## src/rtl/cdc_pkg.sv

```systemverilog
// Shared constants and helpers for the CDC read-side packer.
// Provides the default entry width and the count-port width function.
package cdc_pkg;

  localparam int DATA_WIDTH_DEF = 8;

  function automatic int cnt_w(input int pack);
    return $clog2(pack + 1);
  endfunction

endpackage

```

## src/rtl/cdc_rd_packer_if.sv

```systemverilog
// Read-port bundle: FIFO pop side, flush request and packed word output.
// master: packer view (drives re/word/cnt/valid); slave: FIFO + sink view.
interface cdc_rd_packer_if
  import cdc_pkg::*;
#(
  parameter int DATA_WIDTH = DATA_WIDTH_DEF,
  parameter int PACK       = 4
) ();

  localparam int CNT_W = cnt_w(PACK);

  logic                       cB_rrdy_i;
  logic                       cB_re_o;
  logic [DATA_WIDTH-1:0]      cB_din_i;
  logic                       cB_flush_i;
  logic [DATA_WIDTH*PACK-1:0] cB_word_o;
  logic [CNT_W-1:0]           cB_cnt_o;
  logic                       cB_valid_o;
  logic                       cB_ready_i;

  modport master (
    input  cB_rrdy_i,
    input  cB_din_i,
    input  cB_flush_i,
    input  cB_ready_i,
    output cB_re_o,
    output cB_word_o,
    output cB_cnt_o,
    output cB_valid_o
  );

  modport slave (
    output cB_rrdy_i,
    output cB_din_i,
    output cB_flush_i,
    output cB_ready_i,
    input  cB_re_o,
    input  cB_word_o,
    input  cB_cnt_o,
    input  cB_valid_o
  );

endinterface

```

## src/rtl/cdc_rd_packer.sv

```systemverilog
// Packs PACK FIFO entries (1-cycle read latency) into one valid/ready word.
// Ports: clkB_i, cB_rst_ni (async low), bus (FIFO pop, flush, word out).
module cdc_rd_packer
  import cdc_pkg::*;
#(
  parameter int DATA_WIDTH = DATA_WIDTH_DEF,
  parameter int PACK       = 4
) (
  input  logic              clkB_i,
  input  logic              cB_rst_ni,
  cdc_rd_packer_if.master   bus
);

  localparam int CNT_W = cnt_w(PACK);
  localparam int LW    = $clog2(PACK);
  localparam int LAST  = PACK - 1;

  typedef logic [PACK-1:0][DATA_WIDTH-1:0] word_t;

  word_t            acc;
  word_t            full_word;
  logic [CNT_W-1:0] cnt;
  logic             pend;
  logic             flush_req;

  word_t            word_q;
  logic [CNT_W-1:0] cnt_q;
  logic             valid_q;

  logic [CNT_W-1:0] lane_sum;
  logic [LW-1:0]    lane;
  logic             out_busy;
  logic             re;
  logic             cap_last;
  logic             flush_go;
  logic             flush_emit;

  // Lane the next pop will land in, counting the one in flight.
  assign lane_sum = cnt + CNT_W'(pend);
  assign lane = (lane_sum == CNT_W'(PACK))
              ? '0 : lane_sum[LW-1:0];

  assign out_busy = valid_q & ~bus.cB_ready_i;

  // Never pop a word's last entry unless the out reg
  // is free when that entry is captured.
  assign re = cB_rst_ni
            & bus.cB_rrdy_i
            & ~flush_req
            & ~((lane == LW'(LAST)) & out_busy);

  assign cap_last   = pend & (cnt == CNT_W'(LAST));
  assign flush_go   = flush_req & ~pend & ~out_busy;
  assign flush_emit = flush_go & (cnt != '0);

  always_comb begin
    full_word       = acc;
    full_word[LAST] = bus.cB_din_i;
  end

  always_ff @(posedge clkB_i or negedge cB_rst_ni) begin
    if (!cB_rst_ni) begin
      acc       <= '0;
      cnt       <= '0;
      pend      <= 1'b0;
      flush_req <= 1'b0;
      word_q    <= '0;
      cnt_q     <= '0;
      valid_q   <= 1'b0;
    end else begin
      pend <= re;

      if (cap_last) begin
        acc <= '0;
        cnt <= '0;
      end else if (pend) begin
        acc[cnt[LW-1:0]] <= bus.cB_din_i;
        cnt <= cnt + CNT_W'(1);
      end else if (flush_emit) begin
        acc <= '0;
        cnt <= '0;
      end

      if (cap_last) begin
        word_q  <= full_word;
        cnt_q   <= CNT_W'(PACK);
        valid_q <= 1'b1;
      end else if (flush_emit) begin
        word_q  <= acc;
        cnt_q   <= cnt;
        valid_q <= 1'b1;
      end else if (valid_q && bus.cB_ready_i) begin
        valid_q <= 1'b0;
      end

      if (flush_go) begin
        flush_req <= 1'b0;
      end else if (bus.cB_flush_i) begin
        flush_req <= 1'b1;
      end
    end
  end

  assign bus.cB_re_o    = re;
  assign bus.cB_word_o  = word_q;
  assign bus.cB_cnt_o   = cnt_q;
  assign bus.cB_valid_o = valid_q;

endmodule
```

## src/flat_wrapper.sv

```systemverilog
// flat-port wrapper written by rule: the top's interface ports become plain ports
module cdc_rd_packer_flat import cdc_pkg::*;
#(
  parameter int DATA_WIDTH = DATA_WIDTH_DEF,
  parameter int PACK       = 4
)
  (clkB_i, cB_rst_ni, bus_cB_rrdy_i, bus_cB_din_i, bus_cB_flush_i, bus_cB_ready_i, bus_cB_re_o, bus_cB_word_o, bus_cB_cnt_o, bus_cB_valid_o);
  cdc_rd_packer_if #(.DATA_WIDTH(DATA_WIDTH), .PACK(PACK)) bus_i ();
  input  logic clkB_i;
  input  logic cB_rst_ni;
  input wire logic [$bits(bus_i.cB_rrdy_i)-1:0] bus_cB_rrdy_i;
  input wire logic [$bits(bus_i.cB_din_i)-1:0] bus_cB_din_i;
  input wire logic [$bits(bus_i.cB_flush_i)-1:0] bus_cB_flush_i;
  input wire logic [$bits(bus_i.cB_ready_i)-1:0] bus_cB_ready_i;
  output wire logic [$bits(bus_i.cB_re_o)-1:0] bus_cB_re_o;
  output wire logic [$bits(bus_i.cB_word_o)-1:0] bus_cB_word_o;
  output wire logic [$bits(bus_i.cB_cnt_o)-1:0] bus_cB_cnt_o;
  output wire logic [$bits(bus_i.cB_valid_o)-1:0] bus_cB_valid_o;
  assign bus_i.cB_rrdy_i = bus_cB_rrdy_i;
  assign bus_i.cB_din_i = bus_cB_din_i;
  assign bus_i.cB_flush_i = bus_cB_flush_i;
  assign bus_i.cB_ready_i = bus_cB_ready_i;
  assign bus_cB_re_o = bus_i.cB_re_o;
  assign bus_cB_word_o = bus_i.cB_word_o;
  assign bus_cB_cnt_o = bus_i.cB_cnt_o;
  assign bus_cB_valid_o = bus_i.cB_valid_o;
  cdc_rd_packer #(.DATA_WIDTH(DATA_WIDTH), .PACK(PACK)) u_core (.clkB_i(clkB_i), .cB_rst_ni(cB_rst_ni), .bus(bus_i));
endmodule
```

## config.mk

```make
export PLATFORM = sky130hd
export DESIGN_NAME = cdc_rd_packer_flat
export DESIGN_NICKNAME = d
export VERILOG_FILES = /design/src/rtl/cdc_pkg.sv /design/src/rtl/cdc_rd_packer_if.sv /design/src/rtl/cdc_rd_packer.sv /design/src/flat_wrapper.sv
export SDC_FILE = /design/constraint.sdc
export NUM_CORES = 1
export LEC_CHECK = 0
export CAP_MARGIN = 20
export CORE_MARGIN = 8
export CORE_UTILIZATION = 57
export CTS_CLUSTER_SIZE = 8
export DETAILED_ROUTE_END_ITERATION = 6
export PLACE_DENSITY = 0.92
export RECOVER_POWER = 50
export SLEW_MARGIN = 5
export SYNTH_ARGS = -nofsm -noshare
export SYNTH_HDL_FRONTEND = slang
export SYNTH_SLANG_ARGS = --single-unit
```

## constraint.sdc

```tcl
create_clock -name clkB_i -period 4.75 [get_ports clkB_i]
set_clock_uncertainty 0.2 [all_clocks]
set_input_delay 0.7125 -clock clkB_i [delete_from_list [all_inputs] [get_ports clkB_i]]
set_output_delay 0.7125 -clock clkB_i [all_outputs]
set_load 0.005 [all_outputs]
```

==> results of run 1 <==
area by class of cell:
class	instances	area share, %
Tap cell	70	2.310
Inverter	3	0.2970
Clock inverter	4	2.574
Timing Repair Buffer	51	13.43
Clock buffer	12	4.356
Multi-Input combinational cell	133	28.84
Sequential cell	73	48.18
cells in the mapped netlist (all sizes together), types with 2 or more instances:
master | n | area share (%)
mux2 | 24 | 11
and2 | 4 | 0.83
a21oi | 3 | 0.87
nor3 | 2 | 0.33
o21ai | 8 | 1.3
nor2 | 8 | 0.99
mux2i | 2 | 0.66
ha | 7 | 2.9
buf | 5 | 2.2
nand2b | 3 | 0.87
inv | 3 | 0.37
a22o | 32 | 9.3
clkbuf | 6 | 0.74
nand2 | 22 | 2.7
a31oi | 8 | 1.7
dfrtp | 73 | 60
stage by stage:
stage / util, % / total power [mW]
floorplan: - / 1.474
global placement: 68.91 / 1.816
detailed placement: 68.91 / 1.866
CTS: 74.06 / 2.497
global route: 74.23 / 2.589
finish: 74.23 / 2.469
cell families after synthesis:
kind of cell,synth area share (%)
compound gates,14.66
fa+ha+maj,2.891
mux,11.94
xor+xnor,0.2892
simple gates,6.568
flops,60.31
buf+inv,3.345
metal layers:
layer  vias up  track usage [%]
li1        903                -
met1      1032            23.08
met2        76            30.80
met3        11            4.044
met4         0            11.37
met5         -                0
state kept, by name, summed over array words and instances, names as in the netlist:
register and count:
u_core.cnt 3, u_core.acc 32, u_core.bus.cB_word_o 32, u_core.bus.cB_cnt_o 3, u_core.pend 1, u_core.flush_req 1
u_core.bus.cB_valid_o 1
where the power goes:
group          switching (mW)  internal, mW
Combinational           0.361         0.508
Sequential              0.146         0.835
Clock                   0.226         0.392
Total                   0.734          1.74
path summary, 6_finish.rpt:
path | end | cells past startpoint | slack [ps] | startpoint
worst min-delay path | u_core.acc[31] | 1 | 310 | u_core.acc[31]
worst max register to register | u_core.bus.cB_word_o[0] | 7 | 2210 | u_core.cnt[0]
max in group asynchronous | u_core.bus.cB_word_o[18] | 2 | 2580 | cB_rst_ni
worst min register to register | u_core.acc[31] | 1 | 310 | u_core.acc[31]
worst max-delay path | bus_cB_re_o | 5 | 1500 | bus_cB_ready_i
min in group asynchronous | u_core.bus.cB_cnt_o[0] | 2 | 760 | cB_rst_ni
critical path: stages:
cell and delay, ps:
dlygate4sd3_1 520, nand2b_1 240, nor3_1 80, nor3_1 230, clkdlybuf4s50_1 550
==> run metrics, run 1 <==
status=complete, but fails checks; failing checks=capacitance limit, slew limit; Worst VDD drop=slightly below 0.3 mV; Inserted Clock Buffers=9; max-cap viol count=1; Vias=between 2000 and 2500; drt wl/cell=20.24 um; # Post-CTS Setup Buffers=0; final WL=around 7000 um; vias in the first global route=2100; Crit. End Element=output port; CP startpoint kind=input pin; DP Area=0.003520 mm2; clk buf depth=2; initial antenna violation count=0; chip width=a little under 90 um; grt total ovfl=0; Slew Viols, Final=between 70 and 80; share of cells above drive strength 1=~16%; Tmin final=3249 ps; commonest non-fill, non-tap cell in the layout=dfrtp_1; initial core utilization=around three fifths; port bufs=49; placed cells=between 300 and 400; Synth Register Bits=73; 1st-iter DRT viols=between 150 and 200; Tot GR Track Use=between 10% and 20%; PwrDens=between 600 and 700 mW/mm2; Synth Flop Type=dfrtp_1; Nets=291; Ys Warns=0; metal3 WL=about 440 um; diode count=0; via density per instance=5.844; final non-filler cell total=approximately 350; Max-Slew Margin vs Limit=-13.31%; cell area after synthesis=0.003029 mm2; clk root buf=clkbuf_8; Unique masters post-synth=32; FF/Latch Area=about 0.0018 mm2; # DRC=0; RSZ-0062 raised after global routing=false; Rows=26; worst path arrival time=2340 ps; Top Layer Used=met4; WHS=305.5 ps; IO Count=50; most frequent cells in the layout=dfrtp_1 (73), clkdlybuf4s50_1 (34), a22o_1 (32); synthesized area per cell=13.77 um2; core area=0.005107 mm2; CP Data Required Time=between 3000 and 4000 ps; largest net degree at the start of global routing=74; PnR worst setup slack=1501 ps; filler instances=between 300 and 400; Worst Hold Class=flop to flop; CTS tree=yes; drt pass-1 iters=4; Least-Margin Pin Slew=about 1700 ps; Post-synth EDFFs=0; Post-Syn Instances=220; Clock Pin Slew Worst Setup and Hold Paths=approximately 70 ps; critical path type=input pin to output port; gp weighted congestion=~0.84; worst skew pair latency=340 ps; first-pass GRT wire length=around 11000 um; Synth async-reset ratio=100.0%; area grow syn2layout=25.16%; Max Clock Freq=approximately 310 MHz; post-DP HPWL=roughly 4600 um; H-tree depth=3; M1 WL=a little under 3000 um; Seq/Total Area, Yosys=between 60 and 70%; fin area=0.003791 mm2; clock sinks=73; Antenna Nets Post-Route=0; hold_buf cts=0; final hold violations=0; Tcrit/Tclk final=roughly 68%; Die ar.=about 0.0079 mm2; Die Span Y=between 80 and 90 um; DP Worst Slack=between 1000 and 1500 ps; count of final setup violators=0; Setup TNS=0 ps; Leak Pwr=~1.9 nW; CTS resizes=0; worst-path fanout max=7; Multi-input gate area=around 0.0011 mm2; syn nets=240; metal2 WL=approximately 3500 um
Note: power is estimated with default switching activity, not from simulation.
==> inputs of run 2 (changes only) <==
--- a/config.mk
+++ b/config.mk
@@ -7,10 +7,10 @@
 export LEC_CHECK = 0
 export CAP_MARGIN = 20
 export CORE_MARGIN = 8
-export CORE_UTILIZATION = 57
+export CORE_UTILIZATION = 47
 export CTS_CLUSTER_SIZE = 8
 export DETAILED_ROUTE_END_ITERATION = 6
-export PLACE_DENSITY = 0.92
+export PLACE_DENSITY = 0.82
 export RECOVER_POWER = 50
 export SLEW_MARGIN = 5
 export SYNTH_ARGS = -nofsm -noshare
==> constraint.sdc (replaced) <==
create_clock -name clkB_i -period 2.7 [get_ports clkB_i]
set_clock_uncertainty 0.2 [all_clocks]
set_input_delay 0.405 -clock clkB_i [delete_from_list [all_inputs] [get_ports clkB_i]]
set_output_delay 0.405 -clock clkB_i [all_outputs]
set_load 0.005 [all_outputs]
==> run 2 against run 1 <==
The flow still finishes with violations (capacitance limit, slew limit); first-iteration DRC count down 32%; count of clock-buffer cells in the layout down 2; clock power up 54%; utilization down 14 points; via count down 3.7%; sequential cell count unchanged; sequential power up 74%; final area up 0.33%; cell count up 3.2%; wire length down 8.8%; global-route usage down 4.2 points; hold slack worse by 200 ps; critical endpoint unchanged; highest routed layer unchanged.
==> run metrics, run 2 (same netlist as run 1, synthesis figures left out) <==
status=complete, but fails checks; failing checks=capacitance limit, slew limit; Inserted Clock Buffers=9 (unchanged); count of final setup violators=0 (unchanged); Worst Hold Class=input pin to flop; worst hold stages=3 (+2); Die Span Y=96.28 um (+8.3%); largest net degree at the start of global routing=74 (unchanged); clk root buf=clkbuf_8; # DRC=0 (unchanged); Tcrit/Tclk final=95.39%; Clock Pin Slew Worst Setup and Hold Paths=70 ps (about the same); worst path arrival time=1970 ps (-370 ps); Tmin final=about 2600 ps; core area=0.006277 mm2 (+23%); drt pass-1 iters=4 (unchanged); vias in the first global route=1986 (-5.4%); most frequent cells in the layout=dfrtp_1 (72), clkdlybuf4s50_1 (33), a22o_1 (32); Rows=29 (+12%); final hold violations=0 (unchanged); Max-Slew Margin vs Limit=-15.91% (-2.6 points); clock sinks=73 (unchanged); port bufs=49 (unchanged); drt wl/cell=17.89 um (-12%); chip width=96.28 um (+8.3%); Die ar.=0.009270 mm2 (+17%); commonest non-fill, non-tap cell in the layout=dfrtp_1; via density per instance=5.457 (-6.6%); grt total ovfl=0 (unchanged); worst-path fanout max=7 (unchanged); 1st-iter DRT viols=122 (-32%); CTS tree=yes; initial core utilization=48.26% (-11 points); Slew Viols, Final=74 (unchanged); area grow syn2layout=25.57%; Crit. End Element=output port; clk buf depth=2 (unchanged); CP startpoint kind=flop; first-pass GRT wire length=10290 um (-6.8%); Tot GR Track Use=14.87% (-4.2 points); Antenna Nets Post-Route=0 (unchanged); RSZ-0062 raised after global routing=false; Least-Margin Pin Slew=1739 ps (+39.01 ps); Max Clock Freq=about 390 MHz; FF-to-FF setup slack=470 ps (-1740 ps); post-DP HPWL=4378 um (-4.9%); final WL=6387 um (-8.8%); Vias=1948 (-3.7%); PwrDens=1104 mW/mm2 (+69%); gp weighted congestion=0.7904 (-6.3%); CP Data Required Time=2100 ps (-1740 ps); Leak Pwr=1.869 nW (+0.52%); worst skew pair latency=330 ps (about the same); WHS=107.5 ps (-197.9 ps); diode count=0 (unchanged); Setup TNS=0 ps (unchanged); H-tree depth=3 (unchanged); initial antenna violation count=0 (unchanged); share of cells above drive strength 1=17.86% (+1.9 points); critical path type=flop to output port; R2R depth=5 (-2); max-cap viol count=1 (unchanged); IO Count=50 (unchanged); Worst VDD drop=0.4663 mV (+61%); Nets=295 (+1.4%)
-- run 2: cell count changes in the layout (fill, tap and decap cells not counted) --
cell,change
clkbuf_8,-2
buf_4,+4
dfrtp_1,-1
bufinv_16,-1
clkinv_4,+1
dfrtp_2,+1
dlygate4sd3_1,+1
nand2b_1,-1
nand2b_4,+1
clkdlybuf4s50_1,-1
inv_6,+1
clkinv_2,+1
-- run 2: critical path, cell delays in order, from the launching register on --
cell and delay, ps:
dfrtp_1 450, ha_1 240, xnor2_1 130, nor3_1 70, nor3_1 210, clkdlybuf4s50_1 550
-- run 2: repair_timing --
| action | in CTS | in global routing |
|---|---|---|
| setup buffers | 0 | 0 |
| endpoints found under the setup margin | 0 | 1 |
| gates resized for setup | 0 | 1 |
| hold buffers | 0 | 0 |
-- run 2: final timing paths --
check,startpoint,end
min reg2reg,u_core.acc[27],u_core.acc[27]
max in group asynchronous,cB_rst_ni,u_core.cnt[0]
min in group asynchronous,cB_rst_ni,u_core.bus.cB_cnt_o[1]
min,cB_rst_ni,u_core.pend
max reg2reg,u_core.cnt[0],u_core.acc[16]
max,u_core.pend,bus_cB_re_o
-- run 2: power by group --
part	leakage (nW)	switching, mW	internal, mW
combinational	0.767	0.615	0.921
sequential	0.989	0.240	1.47
clock	0.113	0.404	0.549
-- run 2: metrics by stage --
stage                     std cells  area, um2  utilization, %  power [mW]  setup WS [ps]
after global placement          341       3578           57.01       3.272          285.8
after global routing            357       3804           60.59       4.460          14.21
after CTS                       357       3806           60.63       4.297          81.78
after floorplan                 220       3029               -       2.593          521.4
final                           357       3804           60.59       4.198          124.6
after detailed placement        341       3578           57.01       3.324          248.2
-- run 2: layout make-up --
cell class / instances / area, um2
Clock inverter: 6 / 90.09
Inverter: 3 / 11.26
Fill cell: 472 / 2474
Tap cell: 77 / 96.34
Clock buffer: 10 / 137.6
Multi-Input combinational cell: 133 / 1101
Sequential cell: 73 / 1828
Timing Repair Buffer: 55 / 539.3
-- run 2: layer usage --
metal	track usage (%)	vias to the layer above	share of wire, %
li1	-	911	-
met1	18.53	959	43
met2	22.87	66	47
met3	3.978	12	8.0
met4	8.451	0	2.0
met5	0	-	0
